<file path="src/rtl/csr_counter_unit.sv">
// Machine/user counter CSRs (mcycle, minstret, time shadow, hpmcounters) with privilege checks.
// Reads are combinational from pre-edge state; writes and increments commit on the rising edge.
module csr_counter_unit #(
  parameter int NUM_HPM      = 4,
  parameter int CNT_WIDTH    = 64,
  parameter int RETIRE_WIDTH = 2
) (
  input  logic                                     i_clk,
  input  logic                                     i_rst_n,
  input  logic                                     i_csr_rden,
  input  logic                                     i_csr_wren,
  input  logic [11:0]                              i_csr_addr,
  input  logic [31:0]                              i_csr_wdata,
  input  logic [1:0]                               i_priv_mode,
  input  logic [RETIRE_WIDTH-1:0]                  i_retire,
  input  logic [(NUM_HPM > 0 ? NUM_HPM : 1)-1:0]   i_hpm_event,
  input  logic [63:0]                              i_mtime,
  output logic [31:0]                              o_csr_rdata,
  output logic                                     o_csr_ill
);

  localparam int          NCNT      = 3 + NUM_HPM;
  localparam int          HW        = CNT_WIDTH - 32;
  localparam logic [63:0] EN_MASK64 = (64'd1 << NCNT) - 64'd1;
  localparam logic [31:0] EN_MASK   = EN_MASK64[31:0];
  localparam logic [31:0] INH_MASK  = EN_MASK & ~32'h2;

  // Indexed by CSR counter number; slot 1 (time) is never written and stays 0.
  logic [CNT_WIDTH-1:0] r_cnt [NCNT];
  logic [4:0]           r_evt [NCNT];
  logic [31:0]          r_inhibit;
  logic [31:0]          r_counteren;

  logic [CNT_WIDTH-1:0] w_cnt_nxt [NCNT];
  logic [6:0]           w_idx;
  logic                 w_priv_m;
  logic                 w_is_b;
  logic                 w_is_c;
  logic                 w_is_inh;
  logic                 w_is_en;
  logic                 w_is_evt;
  logic                 w_ill;
  logic                 w_wr;
  logic [31:0]          w_rval;

  assign w_idx    = i_csr_addr[6:0];
  assign w_priv_m = (i_priv_mode == 2'b11);
  assign w_is_b   = (i_csr_addr[11:8] == 4'hB) && (w_idx < 7'(NCNT)) && (w_idx != 7'd1);
  assign w_is_c   = (i_csr_addr[11:8] == 4'hC) && (w_idx < 7'(NCNT));
  assign w_is_inh = (i_csr_addr == 12'h320);
  assign w_is_en  = (i_csr_addr == 12'h306);
  assign w_is_evt = (i_csr_addr[11:5] == 7'h19) && (w_idx[4:0] >= 5'd3) &&
                    ({2'b00, w_idx[4:0]} < 7'(NCNT));

  always_comb begin
    w_ill = 1'b0;
    if (i_csr_rden || i_csr_wren) begin
      if (!(w_is_b || w_is_c || w_is_inh || w_is_en || w_is_evt))
        w_ill = 1'b1;
      else if (w_is_c)
        w_ill = i_csr_wren || (!w_priv_m && !r_counteren[w_idx[4:0]]);
      else
        w_ill = !w_priv_m;
    end
  end

  always_comb begin
    w_rval = 32'b0;
    if (w_is_b || w_is_c) begin
      if (w_idx == 7'd1)
        w_rval = i_csr_addr[7] ? i_mtime[63:32] : i_mtime[31:0];
      for (int i = 0; i < NCNT; i++) begin
        if (i != 1 && w_idx == 7'(i))
          w_rval = i_csr_addr[7] ? 32'(r_cnt[i][CNT_WIDTH-1:32]) : r_cnt[i][31:0];
      end
    end else if (w_is_inh) begin
      w_rval = r_inhibit;
    end else if (w_is_en) begin
      w_rval = r_counteren;
    end else if (w_is_evt) begin
      for (int i = 3; i < NCNT; i++) begin
        if (w_idx[4:0] == 5'(i))
          w_rval = {27'b0, r_evt[i]};
      end
    end
  end

  assign o_csr_ill   = i_rst_n && w_ill;
  assign o_csr_rdata = (i_rst_n && i_csr_rden && !w_ill) ? w_rval : 32'b0;
  assign w_wr        = i_csr_wren && !w_ill;

  // A written half replaces that half only; the counter skips its increment that cycle.
  always_comb begin
    for (int i = 0; i < NCNT; i++) begin
      logic [CNT_WIDTH-1:0] v_inc;
      logic                 v_hit;
      v_inc        = '0;
      v_hit        = 1'b0;
      w_cnt_nxt[i] = r_cnt[i];
      for (int e = 0; e < NUM_HPM; e++)
        v_hit = v_hit | ((r_evt[i] == 5'(e + 1)) && i_hpm_event[e]);
      if (i == 0)
        v_inc = CNT_WIDTH'(1);
      else if (i == 2)
        v_inc = CNT_WIDTH'(i_retire);
      else if (i >= 3)
        v_inc = CNT_WIDTH'(v_hit);
      if (i != 1) begin
        if (w_wr && w_is_b && w_idx == 7'(i)) begin
          if (i_csr_addr[7])
            w_cnt_nxt[i] = {i_csr_wdata[HW-1:0], r_cnt[i][31:0]};
          else
            w_cnt_nxt[i] = {r_cnt[i][CNT_WIDTH-1:32], i_csr_wdata};
        end else if (!r_inhibit[i]) begin
          w_cnt_nxt[i] = r_cnt[i] + v_inc;
        end
      end
    end
  end

  always_ff @(posedge i_clk or negedge i_rst_n) begin
    if (!i_rst_n) begin
      for (int i = 0; i < NCNT; i++) begin
        r_cnt[i] <= '0;
        r_evt[i] <= '0;
      end
      r_inhibit   <= '0;
      r_counteren <= '0;
    end else begin
      for (int i = 0; i < NCNT; i++)
        r_cnt[i] <= w_cnt_nxt[i];
      if (w_wr && w_is_inh)
        r_inhibit <= i_csr_wdata & INH_MASK;
      if (w_wr && w_is_en)
        r_counteren <= i_csr_wdata & EN_MASK;
      for (int i = 3; i < NCNT; i++) begin
        if (w_wr && w_is_evt && w_idx[4:0] == 5'(i))
          r_evt[i] <= i_csr_wdata[4:0];
      end
    end
  end

endmodule

</file>
<file path="config.mk">
export PLATFORM = sky130hd
export DESIGN_NAME = csr_counter_unit
export DESIGN_NICKNAME = d
export VERILOG_FILES = /design/src/rtl/csr_counter_unit.sv
export SDC_FILE = /design/constraint.sdc
export NUM_CORES = 2
export LEC_CHECK = 0
export BUFFER_PORTS_ARGS = -buffer_cell sky130_fd_sc_hd__buf_2
export CAP_MARGIN = 20
export CORE_MARGIN = 2
export CORE_UTILIZATION = 30
export DETAILED_ROUTE_END_ITERATION = 7
export GPL_ROUTABILITY_DRIVEN = 0
export HOLD_SLACK_MARGIN = 0.05
export PLACE_DENSITY = 0.47
export SYNTH_ARGS = -nofsm -noshare
export SYNTH_HDL_FRONTEND = slang
export SYNTH_SLANG_ARGS = --single-unit
export TNS_END_PERCENT = 5
</file>
<file path="constraint.sdc">
create_clock -name i_clk -period 4.1 [get_ports i_clk]
set_input_delay 0.205 -clock i_clk [delete_from_list [all_inputs] [get_ports i_clk]]
set_output_delay 0.205 -clock i_clk [all_outputs]
set_load 0.01 [all_outputs]
</file>
* Word level (Yosys, flattened, before mapping)
Cells that the tools add are included.
** Word-level totals
- Bits in registers :: 417
- Word-level logic and storage cells :: 194
** Cells by class
- Reduce and logical (&&, ||, !) cells :: 62
- Bitwise gates (word level) :: 12
- $lt $le $gt $ge :: 4
- Muxes and demuxes :: 41
- Add/sub/neg operators :: 6
- Equal/unequal tests :: 51
** Operator list (number)
- $mux 64 :: 13
- $mux 32 :: 22
- $add 64x1->64 :: 4
- $add 64x1->64 const B :: 1
- $add 64x2->64 :: 1
- $eq 5x2->1 const B :: 9
- $logic_and 1x1->1 :: 40
- $eq 5x3->1 const B :: 7
- $eq 12x10->1 const B :: 2
- $ne 2x2->1 const B :: 12
- $reduce_and 2->1 :: 12
- $eq 7x3->1 const B :: 3
- $eq 5x1->1 const B :: 4
- $eq 7x2->1 const B :: 2
- $ne 2x1->1 const B :: 6
- $or 1x1->1 :: 12
- $eq 4x4->1 const B :: 2
- $eq 7x1->1 const B :: 1
- $eq 7x5->1 const B :: 1
- $logic_not 7->1 :: 1
- $lt 7x3->1 const B :: 1
- $ne 7x1->1 const B :: 1
- $logic_or 1x1->1 :: 6
- $lt 5x6->1 const B :: 1
- other kinds (7) :: 12

* Logic depth before layout (Yosys ltp)
- Word-level depth :: 15
- Depth in mapped cells :: 13
- Depth with buffers taken out :: 12

* Worst setup path after synthesis
No wires, ideal clock.
- Path type :: reg-to-reg
- Start point :: reg r_evt[5] (netlist bit)
- End point :: reg r_cnt[96] (netlist bit)
- Buffers on the path :: 0
- Arrival :: 2.791 ns
- Data required time :: 3.976 ns
- Period minus slack after synthesis :: 2.915 ns
- Stages on the path, launching flop included :: 13
- Slack :: 1.185 ns
- Cell sequence :: dfrtp_1 -> nand2b_1 -> a21oi_1 -> nor2_1 -> nor4_1 -> ha_1 -> ha_1 -> nand3_1 -> nor4_2 -> nand4_1 -> or3_1 -> and3_1 -> a211o_1
** On the way
- Cells in the longest elaborated chain, start to end :: 8
** Ends and longest elaborated chain
- start, declared :: RTL line 30 : logic [4:0] r_evt [NCNT];
- start signal, assigned by index :: RTL line 138 : r_evt[i] <= i_csr_wdata[4:0];
- $eq 5x1->1 / $eq 5x2->1 (equally long branches) :: RTL line 101 : v_hit = v_hit | ((r_evt[i] == 5'(e + 1)) && i_hpm_event[e]);
- $logic_and 1x1->1 :: RTL line 101
- $or 1x1->1 (2 in series) :: RTL line 101
- $or 1x1->1 (*) :: RTL line 101
- $add 64x1->64 (*) :: RTL line 115 : w_cnt_nxt[i] = r_cnt[i] + v_inc;
- $mux 64 (*) :: RTL line 114 : end else if (!r_inhibit[i]) begin
- $mux 64 (*) :: RTL line 109 : if (w_wr && w_is_b && w_idx == 7'(i)) begin
- end signal, assigned by index :: RTL line 131 : r_cnt[i] <= w_cnt_nxt[i];
- end, declared :: RTL line 29 : logic [CNT_WIDTH-1:0] r_cnt [NCNT];
Every way passes the cells marked *; elsewhere a longest branch is shown, timed or not. The select of a mux whose other input is x is not followed.
A chain may end at the register's enable or synchronous reset.

* Worst setup path after layout
- Start point :: reg r_evt[0] (netlist bit)
- End point :: reg r_cnt[20] (netlist bit)
Same word-level chain as after synthesis.

==> results summary <==
The run finished, with violations left. The checks that failed: DRC. The share of post-route cells with drive strength above 1 is 14.4%. Setup violations remaining at the end of the flow were counted as 0. In this run, the number of DRC markers left after iteration 0 of detailed routing was 5,372.

The total number of nets in the final design is 4,033. The H-tree was split into 2 levels. For this design the total switching power over the nets is 3.04 mW.

The cell type of the slowest stage on the worst timing path is sky130_fd_sc_hd__or3_1. The relative max-transition margin came out at 21.0%. The floorplan has 117 rows. For this design the top-level I/O count stands at 153. The core area is 102,000 µm².

The number of enable flip-flop cells after synthesis is 0. The synthesized netlist cell count is 3,786. In the synthesized netlist the dominant register cell turns out to be sky130_fd_sc_hd__dfrtp_1. The peak clock frequency supported by timing is 277 MHz. The full die area came out at 105,000 µm². On the worst path, the slowest cell contributes a delay of 0.54 ns. The part of the total power dissipated in the clock network came out at 47.4%. The number of antenna violations at the first check in global routing was 14. The part of the Yosys area used for sequential elements came out at 33.9%. The number of iterations in the first detailed-routing pass is 8. The number of fill cells in the layout is 10,800. Counting I/O delays and the setup requirement, the final critical path takes 3.60 ns. The number of buffers on the longest clock path came out at 3.

Setup repair after global routing left no endpoint under its margin. The number of nets with antenna violations after routing came out at 0. The worst setup path is launched from a flip-flop. The aggregate global routing overflow came out at 0. In the global route stage, overall resource usage came out at 32.0%.

The worst setup path is of the reg2reg kind. The hold violation count in the final report is 0. The total buffers and inverters traversed by the critical path came out at 1.

In the routed layout, each cell is associated on average with a via count of 6.53. The synthesized design spends more area on one cell type than any other, namely sky130_fd_sc_hd__dfrtp_1. The post-detailed-placement cell area is 33,700 µm². The post-detailed-route DRC marker count is 2.

The most numerous cell in the Yosys netlist is sky130_fd_sc_hd__dfrtp_1. The first global-routing pass estimated 246 mm of wire. The number of nets handed over by synthesis was 3,918. The number of port buffers is 152. The horizontal extent of the die came out at 324 µm. In this run, synthesis produced a sequential element count of 417. The starting utilization of the core area is 30.3%. The critical path goes through nand2b_1 > a21oi_1 > nor2_1 > nor4_1 > buf_4 > ha_1 > ha_1 > nand4_1 > or3_1 > nor2_1 > nor4b_1 > mux2i_1 > a21o_1. The data arrival time of the critical path came out at 4.14 ns. In this run, distinct cell masters in the synthesized netlist total 96.

The via count of the first global-routing pass was 31,800. The number of pins with negative max-slew slack in the final report came out at 0. The measured slew at the worst slew-check pin came out at 1.18 ns. The half-perimeter wire length after placement is 126 mm. From bottom edge to top edge, the die measures 324 µm. The clock skew after layout came out at 0.0177 ns.

The min-delay analysis places its worst path in the category in2async. The worst setup path is captured at a flip-flop. The average instance area after synthesis came out at 8.14 µm². The largest net degree at the start of global routing is 128.

After synthesis, the cell types taking the most area are sky130_fd_sc_hd__dfrtp_1, sky130_fd_sc_hd__mux2i_1, sky130_fd_sc_hd__nor2_1. The summed instance area of the synthesized netlist came out at 30,800 µm². The maximum vdd ir drop is 309 µV.

TritonCTS built the clock tree. Of all nets on the critical path, the largest fanout is 6. The fraction of registers with async set/reset came out at 100%. The number of cells in the design after placement is 5,208. The detailed-route wire length per cell came out at 32.9 µm. The clock sink count is 417.

For this design the ratio of total power to cell area is 291 nW/µm². The final period utilization is 87.9%. The clock slew at the register clock pins of the worst setup and hold paths is 0.06 ns. The net switching share of the total power came out at 29.4%.

For this block, the routed nets add up to 175 mm of wire. The worst hold margin came out at 0.0771 ns. The relative contribution of sequential cells to total power came out at 42.0%. The finished layout holds 5,308 standard cells, fillers aside.

The post-synthesis to final-layout area growth is 15.1%. The max-capacitance violation count is 0. In this run the static leakage power is 14.3 nW.

In the synthesized netlist, the cells that appear most often are sky130_fd_sc_hd__dfrtp_1, sky130_fd_sc_hd__nor2_1, sky130_fd_sc_hd__nand2_1, sky130_fd_sc_hd__a21oi_1, sky130_fd_sc_hd__mux2i_1. STA puts the critical path data required time at 4.63 ns. The number of vias in the routed layout is 34,700. The internal cell power is 7.29 mW.

The clock latency on the worst-skew pair is 0.65 ns. The finished cells cover 35,400 µm². The number of warning messages in the yosys log is 0. In this run the biggest area consumer among cell types represents 33.9% of the synthesized area. Setup total negative slack on the finished layout was measured at 0 ns.

The cell sitting at the root of the clock tree is a sky130_fd_sc_hd__clkbuf_16. Among cell families on the critical path, the largest total delay comes from simple AND/OR/NAND/NOR gates. The share of total power dissipated in combinational logic is 10.6%. The number of clock buffers added by TritonCTS is 53.
-- final cells by class --
cell class	instances	area, µm²	area share [%]
Antenna cell	1	2.50	0.00706
Clock buffer	81	1600	4.53
Clock inverter	12	114	0.321
Inverter	67	251	0.710
Multi-Input combinational cell	3029	19100	53.8
Sequential cell	417	10400	29.4
Tap cell	1368	1710	4.83
Timing Repair Buffer	333	2240	6.32
-- cells by family after synthesis --
kind of cell / Yosys count / synth area share [%]
XOR/XNOR: 23 / 0.654
adder cells (fa/ha/maj): 12 / 0.512
AO/OA/AOI/OAI: 1022 / 22.1
flip-flops: 417 / 33.9
AND/OR/NAND/NOR: 1692 / 28.8
buffers and inverters: 340 / 4.44
multiplexers: 280 / 9.59
-- layout by cell type, fill, tap and decap left out, types with 24 or more instances in the layout --
cell type | Yosys | layout
sky130_fd_sc_hd__mux2i_1 | 213 | 213
sky130_fd_sc_hd__nand2b_1 | 33 | 33
sky130_fd_sc_hd__o22ai_1 | 132 | 132
sky130_fd_sc_hd__o31ai_1 | 24 | 24
sky130_fd_sc_hd__o21ai_0 | 147 | 147
sky130_fd_sc_hd__a21oi_1 | 251 | 251
sky130_fd_sc_hd__nand2_1 | 332 | 331
sky130_fd_sc_hd__and4_1 | 42 | 42
sky130_fd_sc_hd__a21o_1 | 28 | 28
sky130_fd_sc_hd__o211ai_1 | 43 | 43
sky130_fd_sc_hd__inv_1 | 65 | 65
sky130_fd_sc_hd__buf_4 | 6 | 168
sky130_fd_sc_hd__nor3_1 | 179 | 179
sky130_fd_sc_hd__and3_1 | 90 | 90
sky130_fd_sc_hd__or3_1 | 37 | 37
sky130_fd_sc_hd__mux2_2 | 61 | 61
sky130_fd_sc_hd__a22oi_1 | 25 | 25
sky130_fd_sc_hd__buf_2 | 49 | 150
sky130_fd_sc_hd__dfrtp_1 | 417 | 417
sky130_fd_sc_hd__nand4_1 | 149 | 149
sky130_fd_sc_hd__nor2_1 | 358 | 358
sky130_fd_sc_hd__nand3_1 | 193 | 192
sky130_fd_sc_hd__clkbuf_16 | 0 | 55
sky130_fd_sc_hd__nor4_1 | 100 | 98
sky130_fd_sc_hd__o21a_1 | 24 | 24
sky130_fd_sc_hd__and2_1 | 36 | 36
sky130_fd_sc_hd__a311oi_1 | 24 | 24
sky130_fd_sc_hd__a211oi_1 | 100 | 100
sky130_fd_sc_hd__a31oi_1 | 38 | 37
-- registers in the layout, summed over array words and instances, names as in the netlist --
register / count
r_counteren: 7
r_cnt: 384
r_evt: 20
r_inhibit: 6
-- layer usage --
layer | wire length (µm) | track usage (%) | up-vias
li1 | - | - | 14800
met1 | 71700 | 44.5 | 17100
met2 | 70500 | 44.5 | 2344
met3 | 22200 | 9.43 | 439
met4 | 10400 | 16.7 | 4
met5 | 26 | 0 | -
-- power groups by stage --
stage / Combinational [mW] / Clock (mW) / Sequential, mW
final: 1.10 / 4.89 / 4.33
after CTS: 1.06 / 4.93 / 4.32
after global placement: 1.05 / 0 / 4.40
after detailed placement: 1.05 / 0 / 4.40
after floorplan: 0.457 / 0 / 4.35
after global routing: 1.13 / 5.10 / 4.34
-- worst paths after layout --
kind,start,to,slack [ns],cells past startpoint
min,i_rst_n,r_cnt[98],0.08,2
max reg2reg,r_evt[0],r_cnt[20],0.50,13
min reg2reg,r_cnt[318],r_cnt[318],0.51,1
max,r_evt[0],r_cnt[20],0.50,13
max in group asynchronous,i_rst_n,r_cnt[48],2.07,4
min in group i_clk,i_csr_wdata[10],r_cnt[170],0.08,3
-- stage by stage --
stage / power, mW / setup slack (ns) / util, %
floorplan: 4.81 / 1.18 / -
global placement: 5.45 / 0.495 / 33.1
detailed placement: 5.45 / 0.491 / 33.1
CTS: 10.3 / 0.473 / 34.8
global route: 10.6 / 0.162 / 34.8
finish: 10.3 / 0.496 / 34.8
-- timing repair --
action	in CTS	in global routing
hold buffers	4	0
buffers inserted	0	0
setup endpoints to repair	0	1
resized for setup	0	1
hold endpoints to repair	132	0
Power figures use the tool's default switching activity.
